**src/rtl/key_pkg.sv**
```systemverilog
// Keypad FIFO shared definitions: register map, bit positions, constants.
// Imported by the FIFO top and its storage sub-module.
package key_pkg;

  typedef enum logic [1:0] {
    REG_DATA   = 2'd0,
    REG_STATUS = 2'd1,
    REG_CTRL   = 2'd2,
    REG_RSVD   = 2'd3
  } reg_sel_e;

  localparam logic [31:0] OFS_DATA   = 32'h0;
  localparam logic [31:0] OFS_STATUS = 32'h4;
  localparam logic [31:0] OFS_CTRL   = 32'h8;
  localparam logic [31:0] OFS_RSVD   = 32'hC;

  localparam int ST_EMPTY = 0;
  localparam int ST_FULL  = 1;
  localparam int ST_OVF   = 2;
  localparam int ST_CNT   = 4;
  localparam int ST_CNT_W = 5;

  localparam int CT_IRQ_EN  = 0;
  localparam int CT_FLUSH   = 1;
  localparam int CT_OVF_CLR = 2;

  localparam int INVALID_KEY = 15;
  localparam logic [31:0] EMPTY_READ = 32'h0000_000F;

  function automatic logic [31:0] status_word(
    input logic       empty,
    input logic       full,
    input logic       ovf,
    input logic [4:0] cnt
  );
    logic [31:0] w;
    w = '0;
    w[ST_EMPTY] = empty;
    w[ST_FULL] = full;
    w[ST_OVF] = ovf;
    w[ST_CNT +: ST_CNT_W] = cnt;
    return w;
  endfunction

endpackage

```
**src/rtl/key_fifo_mem.sv**
```systemverilog
// Keycode storage: DEPTH x DW, synchronous write port,
// asynchronous read of the head entry.
module key_fifo_mem
  import key_pkg::*;
#(
  parameter int DEPTH = 8,
  parameter int DW    = 4
) (
  input  logic                     clk,
  input  logic                     we_i,
  input  logic [$clog2(DEPTH)-1:0] waddr_i,
  input  logic [DW-1:0]            wdata_i,
  input  logic [$clog2(DEPTH)-1:0] raddr_i,
  output logic [DW-1:0]            rdata_o
);

  logic [DW-1:0] mem_q [DEPTH];

  always_ff @(posedge clk) begin
    if (we_i) begin
      mem_q[waddr_i] <= wdata_i;
    end
  end

  assign rdata_o = mem_q[raddr_i];

endmodule

```
**src/rtl/key_fifo.sv**
```systemverilog
// Keypad FIFO with Wishbone classic slave: edge-detected key capture,
// DATA/STATUS/CTRL registers, overflow flag and level interrupt.
module key_fifo
  import key_pkg::*;
#(
  parameter int DEPTH = 8,
  parameter int DW    = 4
) (
  input  logic          clk,
  input  logic          reset,
  input  logic          key_strobe,
  input  logic [DW-1:0] key_data,
  input  logic          wb_stb_i,
  input  logic          wb_cyc_i,
  input  logic          wb_we_i,
  input  logic [31:0]   wb_adr_i,
  input  logic [3:0]    wb_sel_i,
  input  logic [31:0]   wb_dat_i,
  output logic [31:0]   wb_dat_o,
  output logic          wb_ack_o,
  output logic          key_irq
);

  localparam int AW = $clog2(DEPTH);
  localparam logic [AW:0]   CNT_ONE  = (AW+1)'(1);
  localparam logic [AW:0]   CNT_FULL = (AW+1)'(DEPTH);
  localparam logic [AW-1:0] PTR_ONE  = AW'(1);
  localparam logic [DW-1:0] KEY_BAD  = DW'(INVALID_KEY);

  logic [AW-1:0] wptr_q, wptr_d;
  logic [AW-1:0] rptr_q, rptr_d;
  logic [AW:0]   cnt_q, cnt_d;
  logic          ovf_q, ovf_d;
  logic          irq_en_q, irq_en_d;
  logic          ack_q;
  logic          strobe_q;
  logic          armed_q;
  logic          irq_q;
  logic [31:0]   dat_q, dat_d;

  logic [DW-1:0] head;
  logic          acc, rd, wr;
  logic          empty, full;
  logic          key_edge, push_req;
  logic          pop, push, drop;
  logic          ctrl_wr, flush, ovf_clr;
  reg_sel_e      sel;
  logic          unused_sigs;

  assign unused_sigs = ^{wb_sel_i, wb_adr_i[31:4],
                         wb_adr_i[1:0], wb_dat_i[31:3]};

  assign sel   = reg_sel_e'(wb_adr_i[3:2]);
  assign acc   = wb_stb_i & wb_cyc_i & ~ack_q;
  assign rd    = acc & ~wb_we_i;
  assign wr    = acc & wb_we_i;
  assign empty = (cnt_q == '0);
  assign full  = (cnt_q == CNT_FULL);

  // armed_q blocks a key held through reset until it has been seen released
  assign key_edge = key_strobe & ~strobe_q & armed_q;
  assign push_req = key_edge & (key_data != KEY_BAD);

  assign ctrl_wr = wr & (sel == REG_CTRL);
  assign flush   = ctrl_wr & wb_dat_i[CT_FLUSH];
  assign ovf_clr = ctrl_wr & wb_dat_i[CT_OVF_CLR];

  assign pop  = rd & (sel == REG_DATA) & ~empty;
  assign push = push_req & ~flush & (~full | pop);
  assign drop = push_req & ~flush & full & ~pop;

  key_fifo_mem #(
    .DEPTH (DEPTH),
    .DW    (DW)
  ) u_mem (
    .clk     (clk),
    .we_i    (push),
    .waddr_i (wptr_q),
    .wdata_i (key_data),
    .raddr_i (rptr_q),
    .rdata_o (head)
  );

  always_comb begin
    wptr_d   = wptr_q;
    rptr_d   = rptr_q;
    cnt_d    = cnt_q;
    ovf_d    = ovf_q;
    irq_en_d = irq_en_q;
    dat_d    = dat_q;

    if (flush) begin
      wptr_d = '0;
      rptr_d = '0;
      cnt_d  = '0;
    end else begin
      if (pop) begin
        rptr_d = rptr_q + PTR_ONE;
      end
      if (push) begin
        wptr_d = wptr_q + PTR_ONE;
      end
      if (push & ~pop) begin
        cnt_d = cnt_q + CNT_ONE;
      end else if (pop & ~push) begin
        cnt_d = cnt_q - CNT_ONE;
      end
    end

    // a drop in the same cycle as a clear still leaves OVF set
    if (ovf_clr) begin
      ovf_d = 1'b0;
    end
    if (drop) begin
      ovf_d = 1'b1;
    end

    if (ctrl_wr) begin
      irq_en_d = wb_dat_i[CT_IRQ_EN];
    end

    if (rd) begin
      unique case (sel)
        REG_DATA: begin
          dat_d = empty ? EMPTY_READ : 32'(head);
        end
        REG_STATUS: begin
          dat_d = status_word(empty, full, ovf_q, 5'(cnt_q));
        end
        REG_CTRL: begin
          dat_d = 32'(irq_en_q);
        end
        REG_RSVD: begin
          dat_d = '0;
        end
        default: begin
          dat_d = '0;
        end
      endcase
    end
  end

  always_ff @(posedge clk or negedge reset) begin
    if (!reset) begin
      wptr_q   <= '0;
      rptr_q   <= '0;
      cnt_q    <= '0;
      ovf_q    <= 1'b0;
      irq_en_q <= 1'b0;
      ack_q    <= 1'b0;
      strobe_q <= 1'b0;
      armed_q  <= 1'b0;
      irq_q    <= 1'b0;
      dat_q    <= '0;
    end else begin
      wptr_q   <= wptr_d;
      rptr_q   <= rptr_d;
      cnt_q    <= cnt_d;
      ovf_q    <= ovf_d;
      irq_en_q <= irq_en_d;
      ack_q    <= acc;
      strobe_q <= key_strobe;
      armed_q  <= armed_q | ~key_strobe;
      irq_q    <= irq_en_q & (~empty | ovf_q);
      dat_q    <= dat_d;
    end
  end

  assign wb_dat_o = dat_q;
  assign wb_ack_o = wb_stb_i & wb_cyc_i & ack_q;
  assign key_irq  = irq_q;

endmodule

```
**config.mk**
```make
export PLATFORM = sky130hd
export DESIGN_NAME = key_fifo
export DESIGN_NICKNAME = d
export VERILOG_FILES = /design/src/rtl/key_pkg.sv /design/src/rtl/key_fifo_mem.sv /design/src/rtl/key_fifo.sv
export SDC_FILE = /design/constraint.sdc
export NUM_CORES = 1
export LEC_CHECK = 0
export CAP_MARGIN = 30
export CORE_ASPECT_RATIO = 0.7
export CORE_MARGIN = 2
export CORE_UTILIZATION = 50
export CTS_CLUSTER_SIZE = 24
export DETAILED_ROUTE_END_ITERATION = 12
export DONT_BUFFER_PORTS = 1
export GPL_ROUTABILITY_DRIVEN = 0
export PLACE_DENSITY = 0.65
export SLEW_MARGIN = 40
export SYNTH_ARGS = -nofsm -noshare
export SYNTH_HDL_FRONTEND = slang
export SYNTH_SLANG_ARGS = --single-unit
```
**constraint.sdc**
```tcl
create_clock -name clk -period 4.78 [get_ports clk]
set_clock_uncertainty 0.15 [all_clocks]
set_input_delay 0.956 -clock clk [delete_from_list [all_inputs] [get_ports clk]]
set_output_delay 0.956 -clock clk [all_outputs]
set_load 0.01 [all_outputs]
```
==> flow_metrics.py, run 1 <==
metrics = {
    "logic_synthesis": {
        "synth.cell_area_um2": 2754,
        "yosysMostFrequentCell": "edfxtp_1",
        "synth-main-ff-cell": "edfxtp_1",
        "synth_top_area_share_pct": 34.89,
        "yosys_warnings": 0,
        "ys_top_cells_by_count": "edfxtp_1 (32), nand2_1 (27), buf_4 (25)",
        "synth-edff-count": 32,
        "synth_seq_cells": 56,
        "yosys-top-cells-area": "edfxtp_1 (35%), dfrtp_1 (22%), buf_4 (6.8%)",
        "synth_top_cell_by_area": "edfxtp_1",
        "ys_types": 50,
        "ys_seq_area_share_pct": 56.70,
        "synth_cells": 219,
        "syn_avg_cell_area_um2": 12.57,
        "synthArstFlopShare_pct": 42.86,
    },
    "detailed_routing": {
        "avgRoutedWirePerCell_um": 17.07,
        "route.detailed.drc": 0,
        "drt_iter0_markers": 165,
        "wl_mm": 4.967,
        "route.vias.total": 1602,
        "vias_per_cell": 5.505,
        "drtAntennaViolNets": 0,
        "first_pass_iters": 4,
    },
    "timing": {
        "rsz0062_at_grt": "no",
        "finalSetupViolations": 0,
        "hold_viol_final": 0,
        "fin_ws_ns": 1.114,
        "period_share_pct": 76.70,
        "fin_crit_ns": 3.666,
        "drv_slew": 0,
        "max_freq_mhz": 272.8,
        "worstMarginPinSlew_ns": 0.6344,
        "setup-tns-final_ns": 0,
        "relSlewSlack_pct": 57.31,
        "holdWs_ns": 0.1700,
    },
    "power_and_ir_drop": {
        "clkPwrFrac_pct": 24.7,
        "seq_power_share_pct": 52.5,
        "p_leak_nw": 1.070,
        "p_int_mw": 0.9408,
        "switching_share_pct": 31.10,
        "comb_power_share_pct": 22.8,
        "pwr_density_cell_nw_per_um2": 480.1,
        "switchingPower_mw": 0.4246,
        "power.total_mw": 1.365,
        "ir_worst_vdd_mv": 0.3157,
    },
    "finish": {
        "multiInputGateArea_um2": 1031,
        "regArea_um2": 1562,
        "synthToLayoutAreaGrowth_pct": 3.271,
        "drive_above_1_share_pct": 10.96,
        "finalNetCount": 301,
        "diodes": 0,
        "fillers": 454,
        "fin_area_um2": 2844,
    },
    "setup_path": {
        "cp-start-kind": "input port",
        "cp-end-kind": "flop",
        "cp_slowest_cell": "or3_1",
        "max_stage_delay_ns": 0.56,
        "arrival_ns": 3.76,
        "path_cells": "nand4bb_1, buf_4, o311a_1, or3_1, nor2_2, inv_1, ha_1, a21oi_1, nand2_1, or4_1, a31oi_1",
        "required_ns": 4.87,
        "path_max_fanout": 20,
        "crit_type": "input port to flop",
        "cp_num_buf_inv": 2,
        "path_delay_family": "simple AND/OR/NAND/NOR gates",
    },
    "min_path": {
        "min_path_type": "input port to asynchronous set/reset pin",
    },
    "die": {
        "die_h_um": 66.09,
        "start_util_pct": 52.11,
        "rows": 22,
        "core_um2": 5285,
        "die_w_um": 92.71,
        "die_area_um2": 6127,
        "num_io_pins": 112,
    },
    "grt": {
        "grt_max_degree": 25,
        "grt_pass1_wl_mm": 8.010,
        "grt-ovfl-total": 0,
        "grt_pass1_vias": 1506,
        "grtUsageTotal_pct": 17.66,
        "grt_antenna_before_repair": 0,
    },
    "placement": {
        "dpl.hpwl_mm": 3.663,
        "dpl-instance-area_um2": 2710,
        "port_buffers": 0,
        "place_ws_ns": 0.8156,
    },
    "cts": {
        "cts_resized": 0,
        "clock_latency_ns": 0.31,
        "cts_buffers": 5,
        "clk_pin_slew_ns": 0.10,
        "hold_buffers": 0,
        "h-tree-depth": 2,
        "cts_tree": "yes",
        "post_cts_buffers": 0,
        "cts_sinks": 56,
        "cts-root-buf": "clkbuf_8",
        "clock_path_buffers": 2,
    },
    "run": {
        "maxCapViolations": 0,
    },
    "status": {
        "status": "complete, no violations",
    },
}
==> stage by stage <==
stage                     utilization (%)  std cells
final                               53.81        291
after global routing                53.81        291
after CTS                           53.69        291
after global placement              51.28        283
after floorplan                         -        242
after detailed placement            51.28        283
==> registers in the layout, indices dropped and copies added, names as in the netlist <==
| name | cells |
|---|---|
| ack_q | 1 |
| wptr_q | 3 |
| cnt_q | 4 |
| armed_q | 1 |
| strobe_q | 1 |
| irq_en_q | 1 |
| wb_dat_o | 8 |
| key_irq | 1 |
| ovf_q | 1 |
| u_mem.mem_q | 32 |
| rptr_q | 3 |
==> power by group through the flow <==
| stage | sequential, mW | combinational, mW | clock (mW) |
|---|---|---|---|
| after CTS | 0.715 | 0.312 | 0.345 |
| final | 0.717 | 0.311 | 0.338 |
| after global placement | 0.721 | 0.303 | 0 |
| after detailed placement | 0.726 | 0.311 | 0 |
| after global routing | 0.732 | 0.352 | 0.365 |
| after floorplan | 0.658 | 0.315 | 0 |
==> cell families after synthesis <==
kind of cell,after synthesis,share of synthesized area (%)
other cells,1,0.1362
buf+inv,38,9.223
simple gates,70,13.86
compound gates,31,7.497
xor+xnor,5,1.590
fa+ha+maj,5,2.544
mux,13,8.451
flops,56,56.70
==> worst paths after layout <==
| kind | startpoint | endpoint | slack (ns) | depth (start not counted) |
|---|---|---|---|---|
| worst max-delay path | wb_we_i | cnt_q[3]$_DFFE_PN0P_ | 1.11 | 11 |
| worst min-delay path | reset | wb_dat_o[0]$_DFFE_PN0N_ | 0.17 | 0 |
| worst max register to register | ack_q$_DFF_PN0_ | cnt_q[3]$_DFFE_PN0P_ | 1.36 | 11 |
| worst min register to register | armed_q$_DFF_PN0_ | armed_q$_DFF_PN0_ | 0.35 | 1 |
| max in group asynchronous | reset | rptr_q[1]$_DFFE_PN0P_ | 4.21 | 0 |
| min in group clk | armed_q$_DFF_PN0_ | armed_q$_DFF_PN0_ | 0.35 | 1 |
==> cell type report <==
| cell class | instances | share of cell area (%) |
|---|---|---|
| clock buffers | 7 | 3.432 |
| inverters | 5 | 0.6599 |
| flip-flops and latches | 56 | 54.91 |
| repair buffers | 2 | 0.5279 |
| well taps | 72 | 3.168 |
| clock inverters | 1 | 1.056 |
| multi-input cells | 148 | 36.25 |
==> per-layer routing <==
layer  share of wire, %  vias up  track usage [%]
met5                  0        -                0
met4                1.1        0            4.963
met3                9.0        6            5.929
met2                 40       73            22.99
met1                 50      769            27.79
li1                   -      754                -
==> cells in the final DEF (no fill, tap or decap), types with 2 or more instances in the layout <==
master,n
xor2_1,2
or3_1,4
dfrtp_1,24
nor2_1,10
buf_4,2
a21oi_1,7
xnor2_1,3
edfxtp_1,32
nand3_1,4
mux4_2,8
inv_1,5
o211ai_1,3
mux2_2,2
nor3_1,7
nand2b_1,4
conb_1,24
a31oi_1,3
mux2i_1,3
clkbuf_8,5
ha_1,4
nand2_1,27
o21ai_0,6
Note: power is estimated with default switching activity, not from simulation.
==> run 2: changes to the inputs <==
Clock period 4.78 ns to 3.5 ns, I/O delays scaled along.
==> run 2 against run 1 <==
  * Worst setup slack got worse by 0.66 ns
  * Worst hold slack got worse by 0.15 ns
  * Final cell count increased by 2.4%
  * First-iteration DRC count decreased by 42%
  * Sequential share of layout area decreased by 0.90 points
  * Global-route usage increased by 0.52 points
  * Critical path depth decreased by 1
  * Via count increased by 1.4%
  * Register-to-register slack got worse by 0.90 ns
  * Critical path type is now flop to flop
  * Largest cell class unchanged
  * Highest routed layer unchanged
==> flow_metrics.py, run 2 (synthesis gave the netlist of run 1 again) <==
metrics = {
    "status": {
        "status": "complete, no violations",
    },
    "die": {
        "die_h_um": 66.09,
        "rows": 22,
        "die_area_um2": 6127,
        "num_io_pins": 112,
        "core_um2": 5285,
        "die_w_um": 92.71,
        "start_util_pct": 52.11,
    },
    "placement": {
        "dpl.hpwl_mm": 3.688,
        "port_buffers": 0,
    },
    "min_path": {
        "min_path_type": "input port to asynchronous set/reset pin",
    },
    "power_and_ir_drop": {
        "power.total_mw": 1.854,
        "pwr_density_cell_nw_per_um2": 641.3,
        "ir_worst_vdd_mv": 0.3708,
        "p_leak_nw": 1.104,
    },
    "detailed_routing": {
        "vias_per_cell": 5.453,
        "route.vias.total": 1625,
        "first_pass_iters": 4,
        "wl_mm": 5.031,
        "drt_iter0_markers": 95,
        "avgRoutedWirePerCell_um": 16.88,
        "route.detailed.drc": 0,
        "drtAntennaViolNets": 0,
    },
    "cts": {
        "cts_tree": "yes",
        "cts_buffers": 5,
        "cts-root-buf": "clkbuf_8",
        "clock_path_buffers": 2,
        "clock_latency_ns": 0.32,
        "h-tree-depth": 2,
        "post_cts_buffers": 0,
        "cts_sinks": 56,
        "clk_pin_slew_ns": 0.11,
    },
    "grt": {
        "grt-ovfl-total": 0,
        "grt_max_degree": 25,
        "grt_antenna_before_repair": 0,
        "grtUsageTotal_pct": 18.19,
        "grt_pass1_wl_mm": 8.155,
        "grt_pass1_vias": 1570,
    },
    "finish": {
        "finalNetCount": 308,
        "synthToLayoutAreaGrowth_pct": 4.998,
        "diodes": 0,
        "multiInputGateArea_um2": 1025,
        "final_cell_mix": "edfxtp_1 (32), nand2_1 (27), conb_1 (24), dfrtp_1 (24), nor2_1 (10)",
        "fillers": 445,
        "regArea_um2": 1562,
        "largest_register_ffs": 32,
        "final_common_cell": "edfxtp_1",
        "drive_above_1_share_pct": 13.72,
        "regMostFlops": "u_mem.mem_q",
    },
    "setup_path": {
        "path_max_fanout": 4,
        "crit_type": "flop to flop",
        "required_ns": 3.60,
        "cp-end-kind": "flop",
        "ff2ff_setup_slack_ns": 0.46,
        "cp-start-kind": "flop",
        "arrival_ns": 3.15,
    },
    "timing": {
        "hold_viol_final": 0,
        "worstMarginPinSlew_ns": 0.6838,
        "finalSetupViolations": 0,
        "rsz0062_at_grt": "no",
        "max_freq_mhz": 328.5,
        "relSlewSlack_pct": 53.99,
        "setup-tns-final_ns": 0,
        "fin_crit_ns": 3.044,
        "drv_slew": 0,
        "period_share_pct": 86.97,
    },
    "run": {
        "maxCapViolations": 0,
    },
}
## run 2: timing repair
action	in CTS	in global routing
hold buffers	1	0
resized for setup	0	0
hold endpoints to repair	24	0
## run 2: metrics by stage
| stage | util (%) | worst slack, ns | area (um2) | instances | hold WS (ns) |
|---|---|---|---|---|---|
| final | 54.71 | 0.4559 | 2892 | 298 | 0.01981 |
| after global routing | 54.71 | 0.2189 | 2892 | 298 | 0.01163 |
| after CTS | 54.71 | 0.4659 | 2892 | 298 | 0.02210 |
| after detailed placement | 52.13 | 0.1590 | 2755 | 289 | 0.2550 |
| after global placement | 52.13 | 0.1757 | 2755 | 289 | 0.2549 |
| after floorplan | - | 0.2262 | 2840 | 242 | 0.2544 |
## run 2: layer usage
layer / track usage, % / share of wire [%] / wire (um) / vias to the layer above
met5: 0 / 0 / 0 / -
met4: 6.066 / 0.68 / 34 / 0
met3: 6.727 / 7.0 / 354 / 2
met2: 24.36 / 40 / 2005 / 62
met1: 27.14 / 52 / 2637 / 792
li1: - / - / - / 769
## run 2: layout make-up
cell class                 instances  share of cell area, %
sequential                        56                  54.00
multi-input combinational        148                  35.44
tap                               72                  3.116
timing repair buffer               9                  2.769
clock buffer                       5                  2.380
clock inverter                     3                  1.644
inverter                           5                 0.6491
## run 2: critical path, cell delays in order (launching register included)
cell and delay [ns]:
dfrtp_1 0.39, nand4bb_1 0.20, o311a_1 0.34, or3_1 0.41, nor2_2 0.21, inv_1 0.09
ha_1 0.32, a21oi_1 0.15, nand2_1 0.14, or4_1 0.41, a31oi_1 0.17
## run 2: final timing paths
| path | from | to | cells past startpoint |
|---|---|---|---|
| worst min register to register | armed_q$_DFF_PN0_ | armed_q$_DFF_PN0_ | 1 |
| worst max register to register | ack_q$_DFF_PN0_ | cnt_q[3]$_DFFE_PN0P_ | 10 |
| worst min-delay path | reset | wb_dat_o[3]$_DFFE_PN0N_ | 1 |
| min in group clk | key_strobe | strobe_q$_DFF_PN0_ | 0 |
| max in group asynchronous | reset | cnt_q[0]$_DFFE_PN0P_ | 1 |
| worst max-delay path | ack_q$_DFF_PN0_ | cnt_q[3]$_DFFE_PN0P_ | 10 |
## run 2: where the power goes
group,internal [mW],switching [mW]
sequential,0.804,0.168
clock,0.216,0.217
combinational,0.235,0.214
total,1.25,0.600
